===== config.mk =====
export PLATFORM = sky130hd
export DESIGN_NAME = derial_tx
export DESIGN_NICKNAME = d
export VERILOG_FILES = /design/src/rtl/derial_pkg.sv /design/src/rtl/derial_tick_gen.sv /design/src/rtl/derial_tx.sv
export SDC_FILE = /design/constraint.sdc
export NUM_CORES = 1
export LEC_CHECK = 0
export BUFFER_PORTS_ARGS = -buffer_cell sky130_fd_sc_hd__clkbuf_2
export CAP_MARGIN = 0
export CORE_AREA = 4 4 76 78
export DETAILED_ROUTE_END_ITERATION = 12
export DIE_AREA = 0 0 80 82
export PLACE_DENSITY = 0.82
export SYNTH_ARGS = -nofsm -noshare
export SYNTH_HDL_FRONTEND = slang
export SYNTH_SLANG_ARGS = --single-unit

===== constraint.sdc =====
create_clock -name clock -period 3.4 [get_ports clock]
set_input_delay 0.34 -clock clock [delete_from_list [all_inputs] [get_ports clock]]
set_output_delay 0.34 -clock clock [all_outputs]
set_load 0.01 [all_outputs]

===== src/rtl/derial_pkg.sv =====
// derial_pkg: definitions shared by the derial transmitter and receiver.
// Holds the opcode map, payload lengths and the transmitter FSM states.
package derial_pkg;

    localparam int unsigned OPCODE_W = 4;

    localparam logic [3:0]  OPCODE_RECEIVE_VALID_MOVE = 4'd0;
    localparam int unsigned LEN_VALID_MOVE            = 10;

    typedef enum logic [1:0] {
        ST_IDLE = 2'd0,
        ST_LOW  = 2'd1,
        ST_HIGH = 2'd2,
        ST_GAP  = 2'd3
    } tx_state_t;

    // True for opcodes the link knows how to carry.
    function automatic logic opcode_valid(input logic [3:0] opcode);
        return (opcode == OPCODE_RECEIVE_VALID_MOVE);
    endfunction

    // Number of payload bits that follow the opcode; 0 for unknown opcodes.
    function automatic int unsigned payload_len(input logic [3:0] opcode);
        if (opcode == OPCODE_RECEIVE_VALID_MOVE) begin
            return LEN_VALID_MOVE;
        end
        return 0;
    endfunction

endpackage


===== src/rtl/derial_tick_gen.sv =====
// derial_tick_gen: free-running divider that pulses o_tick for one cycle
// every CLK_DIV enabled cycles. i_clear restarts the count so the first
// tick after a frame accept lands exactly CLK_DIV cycles later.
module derial_tick_gen #(
    parameter int unsigned CLK_DIV = 50
) (
    input  logic clock,
    input  logic reset_n,
    input  logic i_clear,
    input  logic i_enable,
    output logic o_tick
);

    localparam int unsigned      CNT_W    = (CLK_DIV > 1) ? $clog2(CLK_DIV) : 1;
    localparam logic [CNT_W-1:0] CNT_LAST = CNT_W'(CLK_DIV - 1);

    logic [CNT_W-1:0] r_cnt;
    logic             w_last;

    assign w_last = (r_cnt == CNT_LAST);
    assign o_tick = i_enable && w_last;

    // Divider count: restart on clear, advance and wrap while enabled.
    always_ff @(posedge clock or negedge reset_n) begin
        if (!reset_n) begin
            r_cnt <= '0;
        end else if (i_clear) begin
            r_cnt <= '0;
        end else if (i_enable) begin
            r_cnt <= w_last ? '0 : r_cnt + 1'b1;
        end
    end

endmodule


===== src/rtl/derial_tx.sv =====
// derial_tx: serial transmitter for the board-to-board derial link.
// Takes one command per valid/ready handshake and shifts {opcode, payload}
// out MSB-first on ser_data with a generated ser_clk (receiver samples on
// the rising edge), then holds the lines low for a fixed inter-frame gap.
module derial_tx
    import derial_pkg::*;
#(
    parameter int unsigned CLK_DIV    = 50,
    parameter int unsigned GAP_CYCLES = 100,
    parameter int unsigned DATA_W     = 28
) (
    input  logic              clock,
    input  logic              reset_n,
    input  logic              tx_valid,
    input  logic [3:0]        tx_opcode,
    input  logic [DATA_W-1:0] tx_data,
    output logic              tx_ready,
    output logic              tx_done,
    output logic              tx_err,
    output logic              busy,
    output logic [7:0]        frames_sent,
    output logic              ser_clk,
    output logic              ser_data
);

    localparam int unsigned      SHIFT_W  = OPCODE_W + DATA_W;
    localparam int unsigned      BIT_W    = $clog2(SHIFT_W + 1);
    localparam int unsigned      GAP_W    = (GAP_CYCLES > 1) ? $clog2(GAP_CYCLES) : 1;
    localparam logic [GAP_W-1:0] GAP_LAST = GAP_W'(GAP_CYCLES - 1);

    tx_state_t          r_state;
    logic [SHIFT_W-1:0] r_shift;
    logic [BIT_W-1:0]   r_bit_cnt;
    logic [GAP_W-1:0]   r_gap_cnt;
    logic [7:0]         r_frames;
    logic               r_ser_clk;
    logic               r_ser_data;
    logic               r_tx_ready;
    logic               r_busy;
    logic               r_tx_done;
    logic               r_tx_err;

    logic               w_opcode_ok;
    logic               w_accept;
    logic               w_tick;
    logic               w_tick_en;
    logic [BIT_W-1:0]   w_len;
    logic [BIT_W-1:0]   w_shamt;
    logic [DATA_W-1:0]  w_data_aligned;
    logic [SHIFT_W-1:0] w_load;

    assign w_opcode_ok = opcode_valid(tx_opcode);
    assign w_accept    = (r_state == ST_IDLE) && tx_valid && w_opcode_ok;
    assign w_tick_en   = (r_state == ST_LOW) || (r_state == ST_HIGH);

    // Payload is right-justified on tx_data; slide it up so its first bit
    // sits just below the opcode and anything above LEN falls off the top.
    assign w_len          = BIT_W'(payload_len(tx_opcode));
    assign w_shamt        = BIT_W'(DATA_W) - w_len;
    assign w_data_aligned = tx_data << w_shamt;
    assign w_load         = {tx_opcode, w_data_aligned};

    derial_tick_gen #(
        .CLK_DIV (CLK_DIV)
    ) u_tick_gen (
        .clock    (clock),
        .reset_n  (reset_n),
        .i_clear  (w_accept),
        .i_enable (w_tick_en),
        .o_tick   (w_tick)
    );

    // Frame sequencer: accept, shift each bit through a LOW then HIGH
    // half-period, then hold an idle-low gap before the next accept.
    always_ff @(posedge clock or negedge reset_n) begin
        if (!reset_n) begin
            r_state    <= ST_IDLE;
            r_shift    <= '0;
            r_bit_cnt  <= '0;
            r_gap_cnt  <= '0;
            r_frames   <= '0;
            r_ser_clk  <= 1'b0;
            r_ser_data <= 1'b0;
            r_tx_ready <= 1'b1;
            r_busy     <= 1'b0;
            r_tx_done  <= 1'b0;
            r_tx_err   <= 1'b0;
        end else begin
            r_tx_done <= 1'b0;
            r_tx_err  <= 1'b0;
            case (r_state)
                ST_IDLE: begin
                    if (tx_valid) begin
                        if (w_opcode_ok) begin
                            r_shift    <= w_load;
                            r_bit_cnt  <= BIT_W'(OPCODE_W) + w_len;
                            r_ser_data <= w_load[SHIFT_W-1];
                            r_ser_clk  <= 1'b0;
                            r_tx_ready <= 1'b0;
                            r_busy     <= 1'b1;
                            r_state    <= ST_LOW;
                        end else begin
                            r_tx_err <= 1'b1;
                        end
                    end
                end
                ST_LOW: begin
                    if (w_tick) begin
                        r_ser_clk <= 1'b1;
                        r_state   <= ST_HIGH;
                    end
                end
                ST_HIGH: begin
                    if (w_tick) begin
                        r_ser_clk <= 1'b0;
                        r_bit_cnt <= r_bit_cnt - 1'b1;
                        if (r_bit_cnt == BIT_W'(1)) begin
                            r_ser_data <= 1'b0;
                            r_gap_cnt  <= '0;
                            r_tx_done  <= 1'b1;
                            r_frames   <= r_frames + 1'b1;
                            r_state    <= ST_GAP;
                        end else begin
                            // Data moves only on the falling edge of ser_clk.
                            r_shift    <= {r_shift[SHIFT_W-2:0], 1'b0};
                            r_ser_data <= r_shift[SHIFT_W-2];
                            r_state    <= ST_LOW;
                        end
                    end
                end
                ST_GAP: begin
                    if (r_gap_cnt == GAP_LAST) begin
                        r_tx_ready <= 1'b1;
                        r_busy     <= 1'b0;
                        r_state    <= ST_IDLE;
                    end else begin
                        r_gap_cnt <= r_gap_cnt + 1'b1;
                    end
                end
                default: begin
                    r_state <= ST_IDLE;
                end
            endcase
        end
    end

    assign tx_ready    = r_tx_ready;
    assign tx_done     = r_tx_done;
    assign tx_err      = r_tx_err;
    assign busy        = r_busy;
    assign frames_sent = r_frames;
    assign ser_clk     = r_ser_clk;
    assign ser_data    = r_ser_data;

endmodule


---- Word level (Yosys, flattened, before mapping) ----
Cells that the tools add are included.
word-level totals
  output and inout port bits .............. 14
  logic and storage cells ................. 99
  bits of input ports ..................... 35
  flip-flop bits (word level) ............. 66
cells by class
  shift operators ......................... 1
  muxes and demuxes ....................... 48
  reduce and logical (&&, ||, !) cells .... 18
  add/subtract/negate cells ............... 6
  equal/unequal tests ..................... 14
operators with widths
  kind                                                                      count
  31-bit 2-to-1 mux                                                         4
  31-bit one-hot mux with 2 select lines                                    1
  6-bit 2-to-1 mux                                                          7
  28-bit by 6-bit << shifter with 28-bit output                             1
  7-bit 2-to-1 mux                                                          3
  1-bit 2-to-1 mux                                                          19
  5-bit AND reduction                                                       3
  7-bit one-hot mux with 2 select lines                                     1
  2-bit 2-to-1 mux                                                          6
  6-bit one-hot mux with 2 select lines                                     1
  4-bit AND reduction                                                       3
  2-bit inequality test (second input constant)                             5
  8-bit by 1-bit adder with 8-bit output (second input constant)            1
  2-bit one-hot mux with 4 select lines                                     1
  2-bit nonzero test                                                        4
  7-bit by 1-bit adder with 7-bit output (second input constant)            1
  7-bit equality test (second input constant)                               1
  3-bit by 6-bit adder with 6-bit output (first input constant)             1
  6-bit by 1-bit adder with 6-bit output (second input constant)            1
  6-bit by 1-bit equality test with 1-bit output (second input constant)    1
  6-bit equality test (second input constant)                               1
  2-bit by 1-bit inequality test with 1-bit output (second input constant)  3
  1-bit one-hot mux with 2 select lines                                     3
  5-bit by 6-bit subtractor with 6-bit output (first input constant)        1
  11 further kinds                                                          14

---- Depth between registers and ports, before layout ----
Gate-level depths: netlist (run 1).
  depth after elaboration ................. 8
  gate-level depth with buffers ........... 9
  mapped depth without buffers ............ 7

---- By module ----
A second synthesis (run 1) with hierarchy kept.
second synthesis, totals
  cells, all modules ...................... 289
  area, all modules ....................... 2969.1 µm²
by module, submodules not included
  module           cells each  area an instance (µm²)  times used  sequential area each (µm²)
  derial_tx        246         2560.0                  1           1102.3
  derial_tick_gen  43          409.1                   1           150.1

---- Worst setup path after synthesis (run 1) ----
Ideal clock, no wire load.
  path kind ............................... reg-to-reg
  start point ............................. reg r_state[0]
  end point ............................... reg r_shift[23]
  path slack .............................. 1.482 ns
  stages on the path, launching flop included .. 8
  clock period less this slack ............ 1.918 ns
  setup time .............................. 0.125 ns
  data required time ...................... 3.275 ns
  arrival ................................. 1.793 ns
  path buffers ............................ 2
  path through ............................ dfrtp_1 inv_1 ha_1 clkbuf_1 and3_1 o22ai_2 buf_6 mux2_4
on the way
  word-level cells in the longest chain between the ends .. 5
  elaborated cells on any way between the ends .. 12
  classes of those cells .................. eq/ne: 6; mux: 1; reduce/logical: 5
ends and longest elaborated chain
  element                                                                                       line                              source
  start: declaration                                                                            derial_tx.sv:31                   tx_state_t r_state;
  start signal: assignment                                                                      derial_tx.sv:77                   r_state <= ST_IDLE;
  start signal: assignment                                                                      derial_tx.sv:101                  r_state <= ST_LOW;
  start signal: assignment                                                                      derial_tx.sv:110                  r_state <= ST_HIGH;
  2-bit by 1-bit equality test with 1-bit output / 2-bit equality test (equally long branches)  derial_tx.sv:54, derial_tx.sv:91
  1-bit logical OR                                                                              derial_tx.sv:54                   assign w_tick_en = (r_state == ST_LOW) || (r_state == ST_HIGH);
  1-bit logical AND                                                                             derial_tick_gen.sv:21             assign o_tick = i_enable && w_last;
  2-bit by 1-bit inequality test with 1-bit output (no source line)                             -
  5-bit AND reduction (no source line)                                                          -
  end signal: assignment                                                                        derial_tx.sv:95                   r_shift <= w_load;
  end signal: assignment                                                                        derial_tx.sv:125                  r_shift <= {r_shift[SHIFT_W-2:0], 1'b0};
  end: declaration                                                                              derial_tx.sv:32                   logic [SHIFT_W-1:0] r_shift;
Parallel ways exist; a longest one is shown, timed or not.
A chain may end at the register's enable or synchronous reset.

---- Worst setup path in the final report (run 1) ----
  start point ............................. reg r_state[1]
  end point ............................... reg r_shift[20]
The elaborated chain is that of the path after synthesis.

==> results of run 1 <==
==> layout make-up <==
type                       instances  area share (%)
clock inverter                     3            1.36
timing repair buffer              33            5.88
tap                               70            2.98
clock buffer                       5            2.34
inverter                          14            1.79
sequential                        50            42.6
multi-input combinational        185            43.0
==> cell usage after synthesis, drive strengths merged, types with 3 or more instances <==
cell type,count
buf,4
nor3,3
nand3,10
xnor2,5
clkbuf,5
mux2,17
nor2,11
ha,10
o22ai,3
nand2,39
inv,14
nor3b,4
and2,3
nand4,9
o21ai,23
and3,4
a21oi,10
xor2,4
a21o,3
a31oi,5
dfrtp,49
or2,3
==> sequential cells by signal, summed over array words and instances (netlist names) <==
signal            cells
r_state               2
busy                  1
u_tick_gen.r_cnt      6
ser_data              1
r_gap_cnt             7
r_shift              15
frames_sent           8
r_bit_cnt             6
ser_clk               1
tx_done               1
tx_err                1
tx_ready              1
==> per-stage QoR <==
step           util (%)  setup slack, ps
2_1_floorplan         -             1480
3_3_place_gp       55.7             1030
3_5_place_dp       55.7              957
4_1_cts            57.9              921
5_1_grt            57.9              798
6_report           57.9              939
==> power by group through the flow <==
stage	clock network [mW]	logic, mW	registers, mW
2_1_floorplan	0	0.597	0.866
3_3_place_gp	0	0.723	0.884
3_5_place_dp	0	0.754	0.893
4_1_cts	0.419	0.764	0.883
5_1_grt	0.444	0.861	0.904
6_report	0.414	0.759	0.884
==> metal layers <==
layer,track usage [%],vias to the layer above
li1,-,967
met1,22.3,951
met2,27.1,35
met3,3.84,8
met4,6.25,0
met5,0,-
==> cells in the final DEF (no fill, tap or decap), types with 3 or more instances in the layout <==
master    netlist  layout
and2_1          3       3
nor2_1         10      10
dfrtp_1        49      49
buf_4           0       3
a21o_1          3       3
or2_2           3       3
clkbuf_8        0       5
xnor2_1         5       5
xor2_1          4       4
a31oi_1         5       5
nand3_1         9       9
inv_1          14      14
nor3b_1         3       3
o21ai_0        22      22
ha_1           10      10
a21oi_1        10      10
nor3_1          3       3
nand4_1         8       8
mux2_2          9       9
and3_1          4       4
nand2_1        39      39
mux2_4          8       8
clkbuf_2        0      30
==> cells by family after synthesis <==
group           after synthesis  synth area share, %
simple gates                 94                 19.1
compound gates               54                 12.6
flops                        50                 47.9
buf+inv                      23                 3.69
mux                          18                 8.86
fa+ha+maj                    10                 4.79
xor+xnor                      9                 3.02
==> how the worst max path moves through the flow <==
stage | to | from
floorplan | r_shift[23]$_DFFE_PN0P_ | r_state[0]$_DFFE_PN0P_
global placement | r_shift[22]$_DFFE_PN0P_ | r_state[0]$_DFFE_PN0P_
detailed placement | r_shift[19]$_DFFE_PN0P_ | r_state[0]$_DFFE_PN0P_
CTS | r_shift[20]$_DFFE_PN0P_ | r_state[1]$_DFFE_PN0P_
global route | r_shift[19]$_DFFE_PN0P_ | r_state[0]$_DFFE_PN0P_
finish | r_shift[20]$_DFFE_PN0P_ | r_state[1]$_DFFE_PN0P_
==> qor.txt, run 1 <==
status - complete, no violations
CTS H-tree lvls - 2
#FFs+latches synth - 50
HPWL after DPL - 3.54 mm
Final ANT Viol Nets - 0
Initial Utilization - 51.5%
Initial DRC Count - 152
CTS Root Cell - clkbuf_8
Synth async-reset ratio - 100%
Fin. Hold Viols - 0
Period minus WS final - 2460 ps
FF/Latch Area - 1250 µm²
maximum VDD drop - 384 µV
CP peak stage delay - 730 ps
EDFF count, synth - 0
syn avg cell area - 10.1 µm²
P_leak - 1.44 nW
Cell Rows - 26
relative max-transition margin - 36.8%
cts repair resizes - 0
crit path max-delay cell type - o22ai_2
NumNets Final - 334
predominant post-synthesis flop cell - dfrtp_1
Hold Buf Count CTS - 0
Worst Path Required - 3590 ps
Final Power - 2.06 mW
Worst Tran Pin Value - 949 ps
Multi-input gate area - 1260 µm²
Hold Crit Class - input pin to asynchronous set/reset pin
layout cells sized above 1 - 23.8%
synthesized area - 2610 µm²
maximum achievable frequency - 406 MHz
final WL - 4.98 mm
Pre-antenna DRT Iters - 4
number of global-route vias before repair - 1977
placed cells - 352
Num CTS Buffers - 5
I/O Buffers - 30
number of max-slew violations in the final report - 0
vias per inst - 5.45
Sequential Power Share - 43.0%
DRC Markers - 0
P_int - 1.30 mW
FF-to-FF setup slack - 940 ps
global-route wire length before repair - 8.79 mm
Worst Skew - 5.75 ps
final setup fails - 0
global-route usage over all layers - 16.8%
CP bufs+invs - 1
Setup crit start kind - flop
n_diodes - 0
synth warn - 0
Synthesized Nets - 303
Cells after Synth - 258
clock power share - 20.1%
maxcap violations - 0
CP delay by family, top - compound AO/OA/AOI/OAI gates
Post-DP Area - 2830 µm²
crit-path max FO - 15
height of the die - 82 µm
Longest Clk Path Bufs - 2
Final Non-Filler Cells - 360
M1 wire length - 2.35 mm
Comb pwr share - 36.9%
Tcrit/Tclk final - 72.4%
vias - 1961
total core area - 5070 µm²
WL met3 - 192 µm
routed length on met2 - 2.36 mm
post-synthesis sequential area ratio - 47.9%
Net Sw Power - 0.756 mW
crit end category - flop
Die Wd - 80 µm
GP Congestion - 0.781
# fillers - 459
final instance area - 2940 µm²
Worst Path Class, Setup - flop to flop
RR Endpoint - r_shift[20]$_DFFE_PN0P_
initial antenna violation count - 0
die area - 6560 µm²
r2r worst-path depth - 6
Worst-Skew Late Latency - 300 ps
Remaining Overflow, GRT - 0
share of the synthesized area in the top cell type - 46.9%
Synth area leaders - dfrtp_1 (47%), nand2_1 (5.6%), ha_1 (4.8%)
largest net degree at the start of global routing - 33
R2R Path Start - r_state[1]$_DFFE_PN0P_
boundary pin count - 49
pwr/cell area - 700 nW/µm²
WHS - 87.3 ps
library cells used by synthesis - 47
clock transition at the registers of the reported paths - 90 ps
postcts setup bufs - 0
wire per inst - 13.8 µm
Critical Path AT - 2650 ps
CP Cell Sequence - inv_1 > ha_1 > nand4_2 > a21oi_1 > o22ai_2 > mux2_2
Sw Ratio - 36.8%
final setup TNS - 0 ps
CTS sink count - 50
RSZ-0062 raised after global routing - false
CTS tree - built
top layer in use - met4
Layout area overhead - 12.5%
leading area contributor after synthesis - dfrtp_1
Crit path depth - 6
No activity file was read; power rests on OpenSTA's default activity.
==> run 2, diff against run 1 <==
==> constraint.sdc (replaced) <==
create_clock -name clock -period 2.35 [get_ports clock]
set_input_delay 0.235 -clock clock [delete_from_list [all_inputs] [get_ports clock]]
set_output_delay 0.235 -clock clock [all_outputs]
set_load 0.01 [all_outputs]
==> run 2 against run 1 <==
Compared with the run above: setup slack lost 730 ps; wire length grew 2.9%; largest power group unchanged; first-iteration DRC count down 14%; critical endpoint is now r_shift[18]$_DFFE_PN0P_; worst hold slack gained 82 ps.
==> qor.txt, run 2 (synthesized netlist as in run 1, its figures left out) <==
Initial DRC Count - 131 (was 152)
CP Cell Sequence - inv_1 > ha_1 > and3_1 > o22ai_4 > mux2_2 (was inv_1 > ha_1 > nand4_2 > a21oi_1 > o22ai_2 > mux2_2)
clock transition at the registers of the reported paths - 90 ps (about the same)
crit end category - flop (unchanged)
wire per inst - 13.9 µm (was 13.8 µm)
Worst Path Class, Setup - flop to flop (unchanged)
CP delay by family, top - compound AO/OA/AOI/OAI gates (unchanged)
CP bufs+invs - 1 (unchanged)
CTS H-tree lvls - 2 (unchanged)
Final ANT Viol Nets - 0 (unchanged)
Fin. Hold Viols - 0 (unchanged)
CP peak stage delay - 540 ps (was 730 ps)
CTS Root Cell - clkbuf_8 (unchanged)
Cell Rows - 26 (unchanged)
Worst Path Required - 2540 ps (was 3590 ps)
pre-CTS setup slack - 48.6 ps (was 957 ps)
Period minus WS final - 2140 ps (was 2460 ps)
global-route usage over all layers - 17.9% (was 16.8%)
Tcrit/Tclk final - 90.9% (was 72.4%)
P_leak - 1.49 nW (was 1.44 nW)
Layout area overhead - 16.5% (was 12.5%)
largest net degree at the start of global routing - 32 (was 33)
height of the die - 82 µm (unchanged)
boundary pin count - 49 (unchanged)
DRC Markers - 0 (unchanged)
pwr/cell area - 1030 nW/µm² (was 700 nW/µm²)
maximum achievable frequency - 468 MHz (was 406 MHz)
relative max-transition margin - 57.2% (was 36.8%)
Final Core Density - 60.0% (was 57.9%)
postcts setup bufs - 0 (unchanged)
Worst Tran Pin Value - 642 ps (was 949 ps)
Die Wd - 80 µm (unchanged)
Critical Path AT - 2330 ps (was 2650 ps)
Worst Skew - 8.58 ps (was 5.75 ps)
Remaining Overflow, GRT - 0 (unchanged)
Pre-antenna DRT Iters - 4 (unchanged)
final WL - 5.12 mm (was 4.98 mm)
number of max-slew violations in the final report - 0 (unchanged)
Num CTS Buffers - 5 (unchanged)
HPWL after DPL - 3.68 mm (was 3.54 mm)
GP Congestion - 0.793 (was 0.781)
RSZ-0062 raised after global routing - false (unchanged)
most frequent cells in the layout - dfrtp_1 (49), nand2_1 (39), clkbuf_2 (30), o21ai_0 (22), inv_1 (14) (unchanged)
layout cells sized above 1 - 25.8% (was 23.8%)
Largest Register - r_shift (unchanged)
global-route wire length before repair - 9.20 mm (was 8.79 mm)
vias - 1985 (was 1961)
crit-path max FO - 15 (unchanged)
vias per inst - 5.38 (was 5.45)
Hold Crit Class - input pin to flop (was input pin to asynchronous set/reset pin)
die area - 6560 µm² (unchanged)
max reg flops - 15 (unchanged)
Initial Utilization - 51.5% (unchanged)
final setup fails - 0 (unchanged)
number of global-route vias before repair - 2052 (was 1977)
Setup WS post-layout - 214 ps (was 939 ps)
final setup TNS - 0 ps (unchanged)
initial antenna violation count - 0 (unchanged)
maximum VDD drop - 584 µV (was 384 µV)
Worst-Skew Late Latency - 310 ps (was 300 ps)
commonest non-fill, non-tap cell in the layout - dfrtp_1 (unchanged)
CTS tree - built (unchanged)
CTS sink count - 50 (unchanged)
I/O Buffers - 30 (unchanged)
Setup crit start kind - flop (unchanged)
maxcap violations - 0 (unchanged)
n_diodes - 0 (unchanged)
crit path max-delay cell type - o22ai_4 (was o22ai_2)
total core area - 5070 µm² (unchanged)
status - complete, no violations (unchanged)
Longest Clk Path Bufs - 2 (unchanged)
NumNets Final - 343 (was 334)
## run 2: stage by stage
step	area, µm²	hold slack [ps]	std cells	power, mW
finish	3040	169	369	3.13
global route	3040	190	369	3.34
CTS	3040	167	369	3.15
detailed placement	2890	260	360	2.40
global placement	2890	254	360	2.36
floorplan	2610	-60.6	258	2.12
## run 2: layer usage
metal  vias to the layer above  GRT usage [%]  wire [µm]
met5                         -              0          0
met4                         0           5.57         63
met3                         8           4.71        234
met2                        37           29.4       2390
met1                       951           23.2       2430
li1                        989              -          -
## run 2: final cells by class
| type | instances | area, µm² |
|---|---|---|
| multi-input cells | 185 | 1270 |
| inverters | 14 | 52.6 |
| fillers | 434 | 2030 |
| clock buffers | 5 | 68.8 |
| well taps | 70 | 87.6 |
| flip-flops and latches | 50 | 1250 |
| clock inverters | 3 | 68.8 |
| repair buffers | 42 | 243 |
## run 2: final timing paths
kind | start | slack, ps | to | depth (start not counted)
worst max register to register | r_state[0]$_DFFE_PN0P_ | 210 | r_shift[18]$_DFFE_PN0P_ | 5
worst min register to register | tx_ready$_DFFE_PN1P_ | 480 | tx_ready$_DFFE_PN1P_ | 2
min in group asynchronous | reset_n | 450 | frames_sent[4]$_DFFE_PN0P_ | 2
max in group asynchronous | reset_n | 1270 | r_bit_cnt[0]$_DFFE_PN0P_ | 3
worst min-delay path | tx_valid | 170 | tx_err$_DFF_PN0_ | 3
worst max-delay path | r_state[0]$_DFFE_PN0P_ | 210 | r_shift[18]$_DFFE_PN0P_ | 5
## run 2: worst reg2reg max path: cells and delay by family (launching register included)
kind	cells	cell delay, ps
AOI/OAI and AO/OA	1	540
DFF	1	420
adders and majority gates	1	290
and+or+nand+nor	1	250
buffers and inverters	1	110
muxes	1	420
## run 2: power by group
| group | switching [mW] | internal, mW |
|---|---|---|
| Clock | 0.298 | 0.426 |
| Sequential | 0.198 | 1.08 |
| Combinational | 0.614 | 0.514 |
## run 2: what timing repair did
item	CTS	global route
endpoints found under the setup margin	5	0
resized for setup	1	0
hold buffers	1	0
hold endpoints to repair	20	0
==> run 3, diff against run 2 <==
--- a/config.mk
+++ b/config.mk
@@ -10,7 +10,7 @@
 export CORE_AREA = 4 4 76 78
 export DETAILED_ROUTE_END_ITERATION = 12
 export DIE_AREA = 0 0 80 82
-export PLACE_DENSITY = 0.82
+export PLACE_DENSITY = 0.83
 export SYNTH_ARGS = -nofsm -noshare
 export SYNTH_HDL_FRONTEND = slang
 export SYNTH_SLANG_ARGS = --single-unit
==> run 3 against run 2 <==
Compared with the run above: core utilization fell by 1.5 points; die area did not move; wire length fell by 0.14%; first-iteration DRC count rose by 40%; sequential share of layout area rose by 1.1 points; power fell by 7.2%; largest power group unchanged.
==> qor.txt, run 3 (synthesized netlist as in run 1, its figures left out) <==
pwr/cell area - 979 nW/µm² (was 1030 nW/µm²)
global-route wire length before repair - 8.91 mm (was 9.20 mm)
vias per inst - 5.40 (was 5.38)
Fin. Hold Viols - 0 (unchanged)
CTS Root Cell - clkbuf_8 (unchanged)
number of max-slew violations in the final report - 0 (unchanged)
RR Endpoint - r_shift[21]$_DFFE_PN0P_ (was r_shift[18]$_DFFE_PN0P_)
Min-Delay Endpoint - tx_err$_DFF_PN0_ (unchanged)
final instance area - 2970 µm² (was 3040 µm²)
clock transition at the registers of the reported paths - 90 ps (about the same)
RSZ-0062 raised after global routing - false (unchanged)
Worst Tran Pin Value - 628 ps (was 642 ps)
boundary pin count - 49 (unchanged)
Setup crit start kind - flop (unchanged)
maximum VDD drop - 478 µV (was 584 µV)
largest net degree at the start of global routing - 32 (unchanged)
Period minus WS final - 2060 ps (was 2140 ps)
Layout area overhead - 13.6% (was 16.5%)
CTS sink count - 50 (unchanged)
Hold Crit Class - input pin to flop (unchanged)
Num CTS Buffers - 5 (unchanged)
final setup fails - 0 (unchanged)
max reg flops - 15 (unchanged)
Remaining Overflow, GRT - 0 (unchanged)
wire per inst - 14.0 µm (was 13.9 µm)
Final ANT Viol Nets - 0 (unchanged)
Die Wd - 80 µm (unchanged)
Critical Path AT - 2260 ps (was 2330 ps)
hold path depth - 3 (unchanged)
Pre-antenna DRT Iters - 4 (unchanged)
initial antenna violation count - 0 (unchanged)
relative max-transition margin - 58.1% (was 57.2%)
Initial Utilization - 51.5% (unchanged)
Worst-Skew Late Latency - 310 ps (about the same)
height of the die - 82 µm (unchanged)
GP Congestion - 0.814 (was 0.793)
CTS tree - built (unchanged)
Largest Register - r_shift (unchanged)
n_diodes - 0 (unchanged)
CP peak stage delay - 510 ps (was 540 ps)
FF-to-FF setup slack - 290 ps (was 210 ps)
Longest Clk Path Bufs - 2 (unchanged)
commonest non-fill, non-tap cell in the layout - dfrtp_1 (unchanged)
crit end category - flop (unchanged)
Initial DRC Count - 184 (was 131)
Tcrit/Tclk final - 87.5% (was 90.9%)
final WL - 5.12 mm (about the same)
Worst Path Required - 2550 ps (was 2540 ps)
Post-DP Area - 2870 µm² (was 2890 µm²)
postcts setup bufs - 0 (unchanged)
P_leak - 1.44 nW (was 1.49 nW)
Worst Skew - 9.58 ps (was 8.58 ps)
status - complete, no violations (unchanged)
CP Cell Sequence - inv_1 > ha_1 > nand4_2 > a21oi_1 > o22ai_4 > mux2_2 (was inv_1 > ha_1 > and3_1 > o22ai_4 > mux2_2)
crit path max-delay cell type - o22ai_4 (unchanged)
r2r worst-path depth - 6 (was 5)
layout cells sized above 1 - 24.3% (was 25.8%)
HP Start - tx_valid (unchanged)
total core area - 5070 µm² (unchanged)
vias - 1977 (was 1985)
crit-path max FO - 15 (unchanged)
I/O Buffers - 30 (unchanged)
NumNets Final - 340 (was 343)
most frequent cells in the layout - dfrtp_1 (49), nand2_1 (39), clkbuf_2 (30), o21ai_0 (22), inv_1 (14) (unchanged)
final setup TNS - 0 ps (unchanged)
number of global-route vias before repair - 1935 (was 2052)
Worst Path Class, Setup - flop to flop (unchanged)
HPWL after DPL - 3.76 mm (was 3.68 mm)
die area - 6560 µm² (unchanged)
Cell Rows - 26 (unchanged)
maxcap violations - 0 (unchanged)
DRC Markers - 0 (unchanged)
global-route usage over all layers - 17.4% (was 17.9%)
R2R Path Start - r_state[0]$_DFFE_PN0P_ (unchanged)
maximum achievable frequency - 486 MHz (was 468 MHz)
CTS H-tree lvls - 2 (unchanged)
## run 3: cell count changes in the layout (fill, tap and decap cells not counted), sizes merged
cell      change
buf           -3
clkinvlp      +1
clkbuf        +2
clkinv        -1
bufinv        -2
## run 3: through the flow
step                      instances  total power, mW  utilization (%)  setup WS, ps  hold slack (ps)
after detailed placement        357             2.41             56.5          88.7              228
after floorplan                 258             2.12                -           432            -60.6
final                           366             2.91             58.5           294              197
after global placement          357             2.35             56.5           139              210
after CTS                       366             2.90             58.3          80.0              189
after global routing            366             3.14             58.5           106              202
## run 3: critical path: cells and delay by family (launching register included)
| family | cells | cell delay [ps] |
|---|---|---|
| compound gates | 2 | 580 |
| mux | 1 | 410 |
| buf+inv | 1 | 90 |
| simple gates | 1 | 110 |
| flops | 1 | 400 |
| fa+ha+maj | 1 | 360 |
## run 3: final cells by class
cell class                 count  area [µm²]
fill                         432        2110
multi-input combinational    185        1270
sequential                    50        1250
timing repair buffer          39         220
tap                           70        87.6
clock buffer                   7        76.3
inverter                      14        52.6
clock inverter                 1        7.51
## run 3: power breakdown
group	leakage (nW)	internal (mW)	switching (mW)	total, mW
Clock	0.0385	0.211	0.282	0.493
Combinational	0.760	0.512	0.621	1.13
Sequential	0.646	1.08	0.199	1.28
## run 3: layer usage
metal	routed length (µm)	track usage, %	share of wire (%)
met1	2400	23.1	47
met3	164	3.95	3.2
met5	0	0	0
met4	49	5.24	0.96
met2	2500	28.5	49
## run 3: worst max path at each step
stage / start / endpoint / slack (ps) / depth (start not counted)
floorplan: r_state[0]$_DFFE_PN0P_ / r_shift[23]$_DFFE_PN0P_ / 430 / 7
global placement: r_state[0]$_DFFE_PN0P_ / r_shift[22]$_DFFE_PN0P_ / 140 / 6
detailed placement: r_state[0]$_DFFE_PN0P_ / r_shift[21]$_DFFE_PN0P_ / 90 / 5
CTS: r_state[0]$_DFFE_PN0P_ / r_shift[21]$_DFFE_PN0P_ / 80 / 5
global route: r_state[0]$_DFFE_PN0P_ / r_gap_cnt[2]$_DFFE_PN0P_ / 110 / 7
finish: r_state[0]$_DFFE_PN0P_ / r_shift[21]$_DFFE_PN0P_ / 290 / 6
## run 3: repair_timing
| action | 4_1_cts | 5_1_grt |
|---|---|---|
| setup endpoints to repair | 0 | 5 |
| hold buffers | 1 | 0 |
| gates resized for setup | 0 | 1 |
| endpoints found under the hold margin | 18 | 0 |
